File: src/rtl/alt_mem_ddrx_input_if_buf.sv
// Buffered local input interface: command FIFO, write-beat credit tracking, init_done gating.
// Latency: accepted command shows on cmd_* the next cycle; write beats pass through combinationally.
// Backpressure: cmd ready drops on FIFO full / credit near max / !init_done_r; data ready needs credit.

// Generic synchronous FIFO with registered pointers and count.
// Latency: a pushed entry is visible on rdat one cycle after the push.
// Backpressure: caller must not push when full or pop when empty.
module alt_mem_ddrx_input_if_buf_fifo #(
  parameter int W     = 8,
  parameter int DEPTH = 4
) (
  input  logic         clk,
  input  logic         rst,
  input  logic         push,
  input  logic         pop,
  input  logic [W-1:0] wdat,
  output logic [W-1:0] rdat,
  output logic         empty,
  output logic         full
);
  localparam int PW = $clog2(DEPTH);

  logic [W-1:0]  mem [DEPTH];
  logic [PW-1:0] wr_ptr;
  logic [PW-1:0] rd_ptr;
  logic [PW:0]   count;

  // Storage write; reset clears entries so the head is never undefined.
  always_ff @(posedge clk or posedge rst) begin
    if (rst) begin
      for (int i = 0; i < DEPTH; i++) mem[i] <= '0;
    end else if (push) begin
      mem[wr_ptr] <= wdat;
    end
  end

  // Pointers wrap naturally because DEPTH is a power of two.
  always_ff @(posedge clk or posedge rst) begin
    if (rst) begin
      wr_ptr <= '0;
      rd_ptr <= '0;
      count  <= '0;
    end else begin
      if (push) wr_ptr <= wr_ptr + 1'b1;
      if (pop)  rd_ptr <= rd_ptr + 1'b1;
      if (push && !pop)      count <= count + 1'b1;
      else if (pop && !push) count <= count - 1'b1;
    end
  end

  assign rdat  = mem[rd_ptr];
  assign empty = (count == '0);
  assign full  = (count == (PW+1)'(DEPTH));
endmodule

module alt_mem_ddrx_input_if_buf #(
  parameter int CFG_LOCAL_DATA_WIDTH = 64,
  parameter int CFG_LOCAL_ID_WIDTH   = 8,
  parameter int CFG_LOCAL_ADDR_WIDTH = 33,
  parameter int CFG_LOCAL_SIZE_WIDTH = 3,
  parameter int CFG_CMD_FIFO_DEPTH   = 4,
  parameter int CFG_WR_CREDIT_WIDTH  = 8
) (
  input  logic                              ctl_clk,
  input  logic                              ctl_reset,
  input  logic                              init_done,
  input  logic                              itf_cmd_valid,
  output logic                              itf_cmd_ready,
  input  logic                              itf_cmd,
  input  logic [CFG_LOCAL_ADDR_WIDTH-1:0]   itf_cmd_address,
  input  logic [CFG_LOCAL_SIZE_WIDTH-1:0]   itf_cmd_burstlen,
  input  logic [CFG_LOCAL_ID_WIDTH-1:0]     itf_cmd_id,
  input  logic                              itf_cmd_priority,
  input  logic                              itf_wr_data_valid,
  output logic                              itf_wr_data_ready,
  input  logic [CFG_LOCAL_DATA_WIDTH-1:0]   itf_wr_data,
  input  logic [CFG_LOCAL_DATA_WIDTH/8-1:0] itf_wr_data_byte_en,
  input  logic [CFG_LOCAL_ID_WIDTH-1:0]     itf_wr_data_id,
  input  logic                              cmd_gen_full,
  output logic                              cmd_valid,
  output logic                              cmd_write,
  output logic                              cmd_read,
  output logic [CFG_LOCAL_ADDR_WIDTH-1:0]   cmd_address,
  output logic [CFG_LOCAL_SIZE_WIDTH-1:0]   cmd_size,
  output logic [CFG_LOCAL_ID_WIDTH-1:0]     cmd_id,
  output logic                              cmd_priority,
  input  logic                              wr_data_mem_full,
  output logic                              write_data_valid,
  output logic [CFG_LOCAL_DATA_WIDTH-1:0]   write_data,
  output logic [CFG_LOCAL_DATA_WIDTH/8-1:0] byte_en,
  output logic [CFG_LOCAL_ID_WIDTH-1:0]     write_data_id,
  output logic [CFG_WR_CREDIT_WIDTH-1:0]    wr_credit,
  output logic                              err_zero_burst
);
  typedef struct packed {
    logic                            write;
    logic [CFG_LOCAL_ADDR_WIDTH-1:0] addr;
    logic [CFG_LOCAL_SIZE_WIDTH-1:0] len;
    logic [CFG_LOCAL_ID_WIDTH-1:0]   id;
    logic                            prio;
  } cmd_ent_t;

  // Highest credit that still leaves room for a maximum-length burst.
  localparam logic [CFG_WR_CREDIT_WIDTH-1:0] CREDIT_LIMIT =
    {CFG_WR_CREDIT_WIDTH{1'b1}} - CFG_WR_CREDIT_WIDTH'((1 << CFG_LOCAL_SIZE_WIDTH) - 1);

  logic     init_done_r;
  logic     fifo_full;
  logic     fifo_empty;
  logic     credit_hi;
  logic     cmd_accept;
  logic     beat_accept;
  logic     pop;
  cmd_ent_t wr_ent;
  cmd_ent_t head;

  // Register init_done so the readies never depend on it combinationally.
  always_ff @(posedge ctl_clk or posedge ctl_reset) begin
    if (ctl_reset) init_done_r <= 1'b0;
    else           init_done_r <= init_done;
  end

  assign credit_hi     = (wr_credit > CREDIT_LIMIT);
  assign itf_cmd_ready = init_done_r & ~fifo_full & ~credit_hi;
  assign cmd_accept    = itf_cmd_valid & itf_cmd_ready;

  assign wr_ent = '{write: itf_cmd, addr: itf_cmd_address, len: itf_cmd_burstlen,
                    id: itf_cmd_id, prio: itf_cmd_priority};

  assign pop = cmd_valid & ~cmd_gen_full;

  alt_mem_ddrx_input_if_buf_fifo #(
    .W     ($bits(cmd_ent_t)),
    .DEPTH (CFG_CMD_FIFO_DEPTH)
  ) u_cmd_fifo (
    .clk   (ctl_clk),
    .rst   (ctl_reset),
    .push  (cmd_accept),
    .pop   (pop),
    .wdat  (wr_ent),
    .rdat  (head),
    .empty (fifo_empty),
    .full  (fifo_full)
  );

  // Payload is masked by valid so an empty FIFO presents all-zero outputs.
  assign cmd_valid    = ~fifo_empty;
  assign cmd_write    = cmd_valid &  head.write;
  assign cmd_read     = cmd_valid & ~head.write;
  assign cmd_address  = cmd_valid ? head.addr : '0;
  assign cmd_size     = cmd_valid ? head.len  : '0;
  assign cmd_id       = cmd_valid ? head.id   : '0;
  assign cmd_priority = cmd_valid & head.prio;

  assign itf_wr_data_ready = init_done_r & ~wr_data_mem_full & (wr_credit != '0);
  assign beat_accept       = itf_wr_data_valid & itf_wr_data_ready;
  assign write_data_valid  = beat_accept;
  assign write_data        = itf_wr_data;
  assign byte_en           = itf_wr_data_byte_en;
  assign write_data_id     = itf_wr_data_id;

  // Credit grows by accepted write burst lengths and shrinks by one per accepted beat.
  always_ff @(posedge ctl_clk or posedge ctl_reset) begin
    if (ctl_reset) begin
      wr_credit <= '0;
    end else begin
      wr_credit <= wr_credit
                 + ((cmd_accept && itf_cmd) ? CFG_WR_CREDIT_WIDTH'(itf_cmd_burstlen) : '0)
                 - CFG_WR_CREDIT_WIDTH'(beat_accept);
    end
  end

  // Sticky flag for any accepted zero-length command.
  always_ff @(posedge ctl_clk or posedge ctl_reset) begin
    if (ctl_reset)                                 err_zero_burst <= 1'b0;
    else if (cmd_accept && itf_cmd_burstlen == '0) err_zero_burst <= 1'b1;
  end
endmodule

File: config.mk
export PLATFORM = sky130hd
export DESIGN_NAME = alt_mem_ddrx_input_if_buf
export DESIGN_NICKNAME = d
export VERILOG_FILES = /design/src/rtl/alt_mem_ddrx_input_if_buf.sv
export SDC_FILE = /design/constraint.sdc
export NUM_CORES = 1
export LEC_CHECK = 0
export CORE_MARGIN = 5
export CORE_UTILIZATION = 53
export CTS_CLUSTER_DIAMETER = 120
export DETAILED_ROUTE_END_ITERATION = 10
export PLACE_DENSITY = 0.86
export SLEW_MARGIN = 15
export SYNTH_ARGS = -nofsm -noshare
export SYNTH_HDL_FRONTEND = slang
export SYNTH_SLANG_ARGS = --single-unit
File: constraint.sdc
create_clock -name ctl_clk -period 19.4 [get_ports ctl_clk]
set_input_delay 5.82 -clock ctl_clk [delete_from_list [all_inputs] [get_ports ctl_clk]]
set_output_delay 5.82 -clock ctl_clk [all_outputs]
set_load 0.02 [all_outputs]
Yosys cells after proc, flatten, opt, wreduce, memory -nomap -nowiden
Cells that the tools add are included.
W data, S select, Z words.
- word-level logic and storage cells: 62
- flip-flop bits (word level): 201
- bits of input ports: 133
- memories: 0
- memory bits (writable): 0
- memory bits (read-only): 0
- latch bits: 0
- reductions and logical operators: 11
- multipliers: 0
- shifts and indexed selects: 0
- add/subtract/negate cells: 6
- $lt $le $gt $ge: 4
- mux-type cells: 12
- eq/ne operators: 1
- div/mod/pow operators: 0
- bitwise logic cells: 18
- operators with widths (kind ; count):
    $bwmux W184 ; 1
    $mux W46 ; 3
    $bmux W46 S2 ; 1
    $demux W46 S2 ; 1
    $mux W33 ; 1
    $mux W3 ; 4
    $and A1 B1 Y1 ; 10
    $add A8 B3 Y8 ; 1
    $gt A8 B8 Y1 const B ; 1
    $mux W8 ; 1
    $reduce_bool A8 Y1 ; 1
    $sub A8 B1 Y8 ; 1
    $ge A3 B3 Y1 const B ; 2
    $logic_not A3 Y1 ; 2
    $not A1 Y1 ; 6
    $not A2 Y3 ; 2
    $logic_and A1 B1 Y1 ; 5
    $add A2 B1 Y2 const B ; 2
    $add A3 B1 Y3 const B ; 1
    $eq A3 B3 Y1 const B ; 1
    $lt A3 B1 Y1 const B ; 1
    $sub A3 B1 Y3 const B ; 1
    $logic_not A1 Y1 ; 2
    $reduce_bool A2 Y1 ; 1

Logic depth before layout (Yosys ltp)
Gate-level depths: netlist of the first run.
- depth after elaboration: 9
- depth in mapped cells: 15
- gate-level depth less buffers: 15

Cells and area by module
From an unflattened synthesis of the first run, not the netlist that was laid out.
- cell total of the unflattened synthesis: 690
- area total of the unflattened synthesis: 10053.4 sq um
- by module, submodules not included (module ; seq. area each (sq um) ; cells an instance ; area an instance (sq um) ; instances):
    alt_mem_ddrx_input_if_buf_fifo ; 4779.6 ; 476 ; 8363.0 ; 1
    alt_mem_ddrx_input_if_buf ; 250.2 ; 214 ; 1690.4 ; 1

Least setup slack after synthesis of the first run
No wires, ideal clock.
- path kind: input -> output
- from: input port wr_data_mem_full
- to: output port write_data_valid
- required time: 13580 ps
- arrival: 6688 ps
- cell stages on the path: 2
- path buffers: 0
- slack: 6892 ps
- path through: nor3_1 > and2_1
- cells in the longest elaborated chain, start to end: 4
- ends and longest elaborated chain (item ; RTL line ; text):
    start, declared ; 87 ; input logic wr_data_mem_full,
    $not A1 Y1 ; 155 ; assign itf_wr_data_ready = init_done_r & ~wr_data_mem_full & (wr_credit != '0);
    $and A1 B1 Y1 (2 in series) ; 155 ;
    $and A1 B1 Y1 ; 156 ; assign beat_accept = itf_wr_data_valid & itf_wr_data_ready;
    end, declared ; 88 ; output logic write_data_valid,
No other way between the ends.

Worst setup path in the final report of the first run
Ends and elaborated chain as after synthesis.

==> results of run 1 <==
[sequential cells by signal, summed over array words and instances (netlist names)]
signal	count
err_zero_burst	1
init_done_r	1
u_cmd_fifo.count	3
u_cmd_fifo.mem	184
u_cmd_fifo.rd_ptr	2
u_cmd_fifo.wr_ptr	2
wr_credit	8
[cells in the final DEF (no fill, tap or decap), types with 2 or more instances in the layout]
cell / instances
nand2_1: 4
xnor2_1: 7
mux2_4: 80
and2_1: 2
clkbuf_8: 7
inv_1: 22
nor2_1: 8
dfrtp_1: 199
nor2b_1: 48
nor3_1: 5
a21oi_1: 2
clkbuf_1: 4
clkbuf_16: 23
nand2_8: 2
fa_1: 2
and3_1: 3
clkinv_2: 2
mux2_2: 105
nand3_1: 3
mux4_2: 46
clkdlybuf4s50_1: 112
o21a_1: 2
ha_1: 19
xor2_1: 3
buf_4: 6
[stage by stage]
step	utilization (%)	instance area, sq um
after floorplan	-	10470
after global placement	56.68	11030
after detailed placement	56.68	11030
after CTS	60.42	11760
after global routing	60.42	11760
final	60.42	11760
[worst paths after layout]
check                                           start                         endpoint  slack, ns
max                                  wr_data_mem_full                 write_data_valid       6.37
min                        err_zero_burst$_DFFE_PP0P_       err_zero_burst$_DFFE_PP0P_       0.49
max reg2reg                    wr_credit[4]$_DFF_PP0_           wr_credit[7]$_DFF_PP0_      15.48
min reg2reg                err_zero_burst$_DFFE_PP0P_       err_zero_burst$_DFFE_PP0P_       0.49
max in group asynchronous                   ctl_reset   u_cmd_fifo.mem[47]$_DFFE_PP0P_      12.01
min in group asynchronous                   ctl_reset  u_cmd_fifo.mem[122]$_DFFE_PP0P_       5.89
[metal layers]
| layer | up-vias | GRT usage (%) | share of wire, % |
|---|---|---|---|
| met4 | 0 | 4.300 | 2.1 |
| met2 | 155 | 33.01 | 50 |
| li1 | 2411 | - | - |
| met1 | 2980 | 25.37 | 43 |
| met3 | 34 | 3.823 | 4.7 |
| met5 | - | 0 | 0 |
[layout make-up]
type	instances	area, sq um	share of cell area, %
Tap cell	265	331.6	2.820
Timing Repair Buffer	118	1166	9.917
Sequential cell	201	5035	42.82
Inverter	23	93.84	0.7980
Clock inverter	3	40.04	0.3405
Multi-Input combinational cell	356	4405	37.47
Clock buffer	34	686.9	5.842
[kinds of logic after synthesis]
kind of cell	after synthesis	synth area share (%)
AO/OA/AOI/OAI	13	1.100
AND/OR/NAND/NOR	81	4.780
multiplexers	231	32.66
XOR/XNOR	10	0.8366
buffers and inverters	136	9.931
adder cells (fa/ha/maj)	21	2.653
flip-flops	201	48.04
[critical path: cells and delay by family]
kind | cells | cell delay, ns
buffers and inverters | 2 | 1.01
AND/OR/NAND/NOR | 2 | 0.38
[where the power goes]
group | internal (mW) | switching (mW) | leakage (nW)
Sequential | 0.632 | 0.163 | 2.42
Clock | 0.255 | 0.162 | 0.360
Combinational | 0.667 | 0.453 | 2.50
==> run summary, run 1 <==
## Floorplan
* **number of rows created at floorplan** 51
* **die span in y** 150.6 um
* **CORE AREA** 19,460 sq um
* **die area** 22,670 sq um
* **total I/O pin count** 273
* **horizontal die dimension** 150.6 um
* **initial standard-cell utilization of the core** 53.80%

## Place
* **HPWL after detailed placement** 12,850 um
* **Post-Place Setup Slack** 6.373 ns
* **total of buffers placed on input and output ports** 112
* **routability congestion estimate from global placement** 0.7586
* **number of placed cells counting well taps** 963

## Setup path
* **data arrival time at the worst-slack endpoint** 7.21 ns
* **standard cell with the maximum stage delay on the critical path** clkdlybuf4s50_1
* **Worst Path Max Fanout** 2
* **cells traversed along the worst timing path** clkdlybuf4s50_1 > nor3_1 > and2_1 > clkdlybuf4s50_1
* **Worst Setup Start Kind** primary input
* **CP endpoint kind** output port
* **depth of the worst register-to-register path** 11
* **critical path data required time** 13.58 ns
* **Top cell by count, worst path** clkdlybuf4s50_1
* **largest stage delay on the critical path** 0.61 ns
* **category of the most critical setup path** in -> out

## Global route
* **maximum number of pins on one net before global-route repair** 122
* **GR Overflow Total** 0
* **wire length of the first global-routing pass** 35,030 um
* **via count of the first global-routing pass** 6,653
* **number of antenna violations at the first check in global routing** 0
* **aggregate global-route resource usage** 19.21%

## STA
* **Slew Limit Fails** 0
* **portion of the clock cycle consumed by the worst path in the final layout** 67.16%
* **max-slew headroom at the worst pin** 34.00%
* **Fin Setup TNS** 0 ns
* **post-route minimum period** 13.03 ns
* **worst-case setup margin in the final layout** 6.371 ns
* **maximum clock skew at final layout** 0.008007 ns
* **Worst Tran Pin Value** 0.9900 ns
* **number of endpoints with negative hold slack in the final report** 0
* **worst hold-check slack** 0.4929 ns
* **highest attainable clock frequency** 76.75 MHz
* **unrepaired setup endpoints after global routing** false
* **number of setup violations in the final report** 0

## Flow run
* **count of max-cap constraint violations** 0

## CTS
* **number of sinks driven by the clock tree** 201
* **number of H-tree levels** 1
* **clock slew seen by the registers of the worst setup and hold paths** 0.06 ns
* **later-pin clock latency in the skew report** 0.49 ns
* **hold-fix buffers at CTS** 0
* **maximum clock path buffer count** 3
* **number of buffers added for setup after CTS** 0
* **clock tree from TritonCTS** yes
* **clock root buffer** clkbuf_16
* **CTS-repair resized insts** 0
* **number of buffers created by CTS** 22

## Synth
* **yosys synthesis warning count** 0
* **synthesized area divided by synthesized cell count** 15.11 sq um
* **list of most frequent post-synthesis cells** 201 x dfrtp_1, 105 x mux2_2, 80 x buf_4, 80 x mux2_4, 48 x nor2b_1
* **gate count of the mapped netlist** 693
* **async set or reset register ratio after synthesis** 100.0%
* **largest area contributor in the netlist** dfrtp_1
* **netlist area before placement** 10,470 sq um
* **ys flop type** dfrtp_1
* **number of synthesized flops with an enable pin** 0
* **area share of the leading cell type in the synthesized netlist** 48.04%
* **most numerous cell in the Yosys netlist** dfrtp_1
* **flops & latches, synth** 201
* **Yosys cell types** 40
* **Net Count, Synth** 847
* **part of the Yosys area used for sequential elements** 48.04%
* **largest cells by area after synthesis** dfrtp_1 48%, mux2_4 11%, mux2_2 11%

## Min path
* **Min-Delay Path Class** reg -> reg
* **number of stages on the worst hold path** 1

## Power
* **power density over the cells** 198.3 nW/um^2
* **cell leakage power** 5.279 nW
* **largest vdd supply drop** 165.1 uV
* **Total Power** 2.332 mW

## Route
* **count of antenna-violating nets left after detailed routing** 0
* **detailed-route via count** 5,580
* **drt initial violations** 212
* **final routed DRC violation total** 0
* **detailed-route wire length per cell** 20.94 um
* **Vias/cell** 5.580
* **number of search-and-repair iterations in the first detailed-routing pass** 4
* **Total Wirelength** 20,940 um

## Final layout
* **number of fillers in the final layout** 1,480
* **final instance count without filler cells** 1,000
* **net count reported at finish** 876
* **layout cells sized above 1** 38.23%
* **layout overhead on the synthesized area** 12.31%
* **Diodes inserted** 0

## Outcome
* **status** finished clean

No activity file was read; power rests on OpenSTA's default activity.
==> inputs of run 2 (changes only) <==
Settings changed: CORE_UTILIZATION 53 to 50, PLACE_DENSITY 0.86 to 0.82.
Clock period 19.4 ns to 12.39 ns, I/O delays scaled along.
==> run 2 against run 1 <==
Compared with the run above:
- worst setup slack got worse by 2.8 ns
- total power increased by 56%
- final area rose by 0.36%
- critical endpoint unchanged
- sequential share of layout area down 0.18 points
==> run summary, run 2 (synthesis results as in run 1) <==
## Outcome
* **status** finished clean

## Place
* **HPWL after detailed placement** 12,320 um
* **routability congestion estimate from global placement** 0.7101
* **post-detailed-placement cell area** 11,050 sq um
* **total of buffers placed on input and output ports** 112

## CTS
* **maximum clock path buffer count** 3
* **CTS-repair resized insts** 0
* **number of buffers added for setup after CTS** 0
* **number of sinks driven by the clock tree** 201
* **number of buffers created by CTS** 23
* **clock slew seen by the registers of the worst setup and hold paths** 0.06 ns
* **later-pin clock latency in the skew report** 0.50 ns
* **clock root buffer** clkbuf_16
* **clock tree from TritonCTS** yes
* **hold-fix buffers at CTS** 0
* **number of H-tree levels** 1

## Power
* **cell leakage power** 5.293 nW
* **power density over the cells** 307.7 nW/um^2
* **net switching power figure** 1.194 mW
* **proportion of power drawn by combinational gates** 48.8%
* **switching part of the total** 32.88%
* **Total Power** 3.631 mW
* **proportion of power drawn by the clock network** 18.6%
* **sequential group share of total power** 32.7%
* **largest vdd supply drop** 214.8 uV
* **Power Internal** 2.437 mW

## Setup path
* **largest stage delay on the critical path** 0.61 ns
* **cells traversed along the worst timing path** clkdlybuf4s50_1 > nor3_1 > and2_1 > clkdlybuf4s50_1
* **Worst Path Max Fanout** 2
* **Setup crit start** wr_data_mem_full
* **FF-to-FF setup slack** 8.49 ns
* **Top cell by count, worst path** clkdlybuf4s50_1
* **category of the most critical setup path** in -> out
* **depth of the worst register-to-register path** 10
* **data arrival time at the worst-slack endpoint** 5.13 ns
* **Crit Reg-Reg Startpoint** wr_credit[2]$_DFF_PP0_
* **terminus of the critical flop-to-flop path** wr_credit[7]$_DFF_PP0_
* **Worst Setup Start Kind** primary input
* **critical path data required time** 8.67 ns
* **CP endpoint kind** output port
* **standard cell with the maximum stage delay on the critical path** clkdlybuf4s50_1
* **last element of the critical path** write_data_valid

## Final layout
* **multi-input gate area in the final layout** 4405 sq um
* **final core area utilization** 56.68%
* **layout overhead on the synthesized area** 12.71%
* **most frequent cells in the layout** 199 x dfrtp_1, 112 x clkdlybuf4s50_1, 105 x mux2_2
* **registers with the most flip-flops** u_cmd_fifo.mem x184, wr_credit x8, u_cmd_fifo.count x3
* **Diodes inserted** 0
* **net count reported at finish** 878
* **leading cell type in the layout, fill and taps excluded** dfrtp_1
* **layout cells sized above 1** 38.46%
* **storage element area** 5032 sq um
* **number of flip-flops in the largest register** 184
* **largest register by flop count** u_cmd_fifo.mem
* **final cell area excluding filler cells** 11,800 sq um
* **number of fillers in the final layout** 1,678

## STA
* **number of endpoints with negative hold slack in the final report** 0
* **Fin Setup TNS** 0 ns
* **unrepaired setup endpoints after global routing** false
* **post-route minimum period** 8.850 ns
* **portion of the clock cycle consumed by the worst path in the final layout** 71.42%
* **number of setup violations in the final report** 0
* **Slew Limit Fails** 0
* **highest attainable clock frequency** 113.0 MHz
* **max-slew headroom at the worst pin** 38.13%
* **maximum clock skew at final layout** 0.01080 ns
* **Worst Tran Pin Value** 0.9280 ns

## Floorplan
* **die span in y** 154.7 um
* **CORE AREA** 20,820 sq um
* **die area** 23,930 sq um
* **total I/O pin count** 273
* **initial standard-cell utilization of the core** 50.28%
* **number of rows created at floorplan** 53
* **horizontal die dimension** 154.7 um

## Global route
* **aggregate global-route resource usage** 17.32%
* **number of antenna violations at the first check in global routing** 0
* **GR Overflow Total** 0
* **maximum number of pins on one net before global-route repair** 133
* **wire length of the first global-routing pass** 33,610 um
* **via count of the first global-routing pass** 6,217

## Route
* **Vias/cell** 5.410
* **count of antenna-violating nets left after detailed routing** 0
* **final routed DRC violation total** 0
* **metal1 wirelength** 9039 um
* **sum of met3 wire segment lengths after detailed routing** 1131 um
* **number of search-and-repair iterations in the first detailed-routing pass** 6
* **wire length on met2** 9346 um
* **drt initial violations** 220
* **highest layer used for signal routing** met4
* **detailed-route wire length per cell** 19.92 um
* **Total Wirelength** 20,240 um
* **detailed-route via count** 5,497

## Flow run
* **count of max-cap constraint violations** 0

## Min path
* **Min-Delay Path Class** reg -> reg

## run 2: changes by cell type in the layout (fill, tap and decap cells not counted), sizes merged
cell	previous run	this run
buf	6	7
inv	23	25
clkinvlp	0	1
bufinv	1	2
clkbuf	34	32
clkinv	2	5
## run 2: area by class of cell
type	count	area share, %
Sequential cell	201	42.64
Multi-Input combinational cell	356	37.33
Timing Repair Buffer	119	9.945
Clock buffer	32	5.418
Tap cell	275	2.916
Clock inverter	10	0.9542
Inverter	23	0.7952
## run 2: critical path: cells and delay by family
| kind | cells | cell delay [ns] |
|---|---|---|
| buffers and inverters | 2 | 1.01 |
| AND/OR/NAND/NOR | 2 | 0.41 |
## run 2: through the flow
step / hold WS [ns] / setup WS, ns / cells
finish: 0.4647 / 3.540 / 1016
global placement: 0.4499 / 3.565 / 974
floorplan: 0.4740 / 3.191 / 693
global route: 0.4934 / 3.468 / 1016
detailed placement: 0.4502 / 3.552 / 974
CTS: 0.4687 / 3.529 / 1016
## run 2: worst min path at each step
stage,endpoint,cells after the start,startpoint
2_1_floorplan,u_cmd_fifo.mem[0]$_DFFE_PP0P_,1,u_cmd_fifo.mem[0]$_DFFE_PP0P_
3_3_place_gp,err_zero_burst$_DFFE_PP0P_,1,err_zero_burst$_DFFE_PP0P_
3_5_place_dp,err_zero_burst$_DFFE_PP0P_,1,err_zero_burst$_DFFE_PP0P_
4_1_cts,err_zero_burst$_DFFE_PP0P_,1,err_zero_burst$_DFFE_PP0P_
5_1_grt,err_zero_burst$_DFFE_PP0P_,1,err_zero_burst$_DFFE_PP0P_
6_report,err_zero_burst$_DFFE_PP0P_,1,err_zero_burst$_DFFE_PP0P_
## run 2: power groups by stage
stage | sequential, mW | combinational (mW) | clock, mW
5_1_grt | 1.23 | 1.91 | 0.719
3_5_place_dp | 1.19 | 1.80 | 0
2_1_floorplan | 1.13 | 1.32 | 0
6_report | 1.19 | 1.77 | 0.674
4_1_cts | 1.18 | 1.80 | 0.693
3_3_place_gp | 1.18 | 1.76 | 0
## run 2: layer usage
| metal | GRT usage (%) | vias up |
|---|---|---|
| met3 | 3.470 | 68 |
| met2 | 26.81 | 154 |
| met1 | 24.64 | 2849 |
| met5 | 0 | - |
| li1 | - | 2426 |
| met4 | 5.971 | 0 |
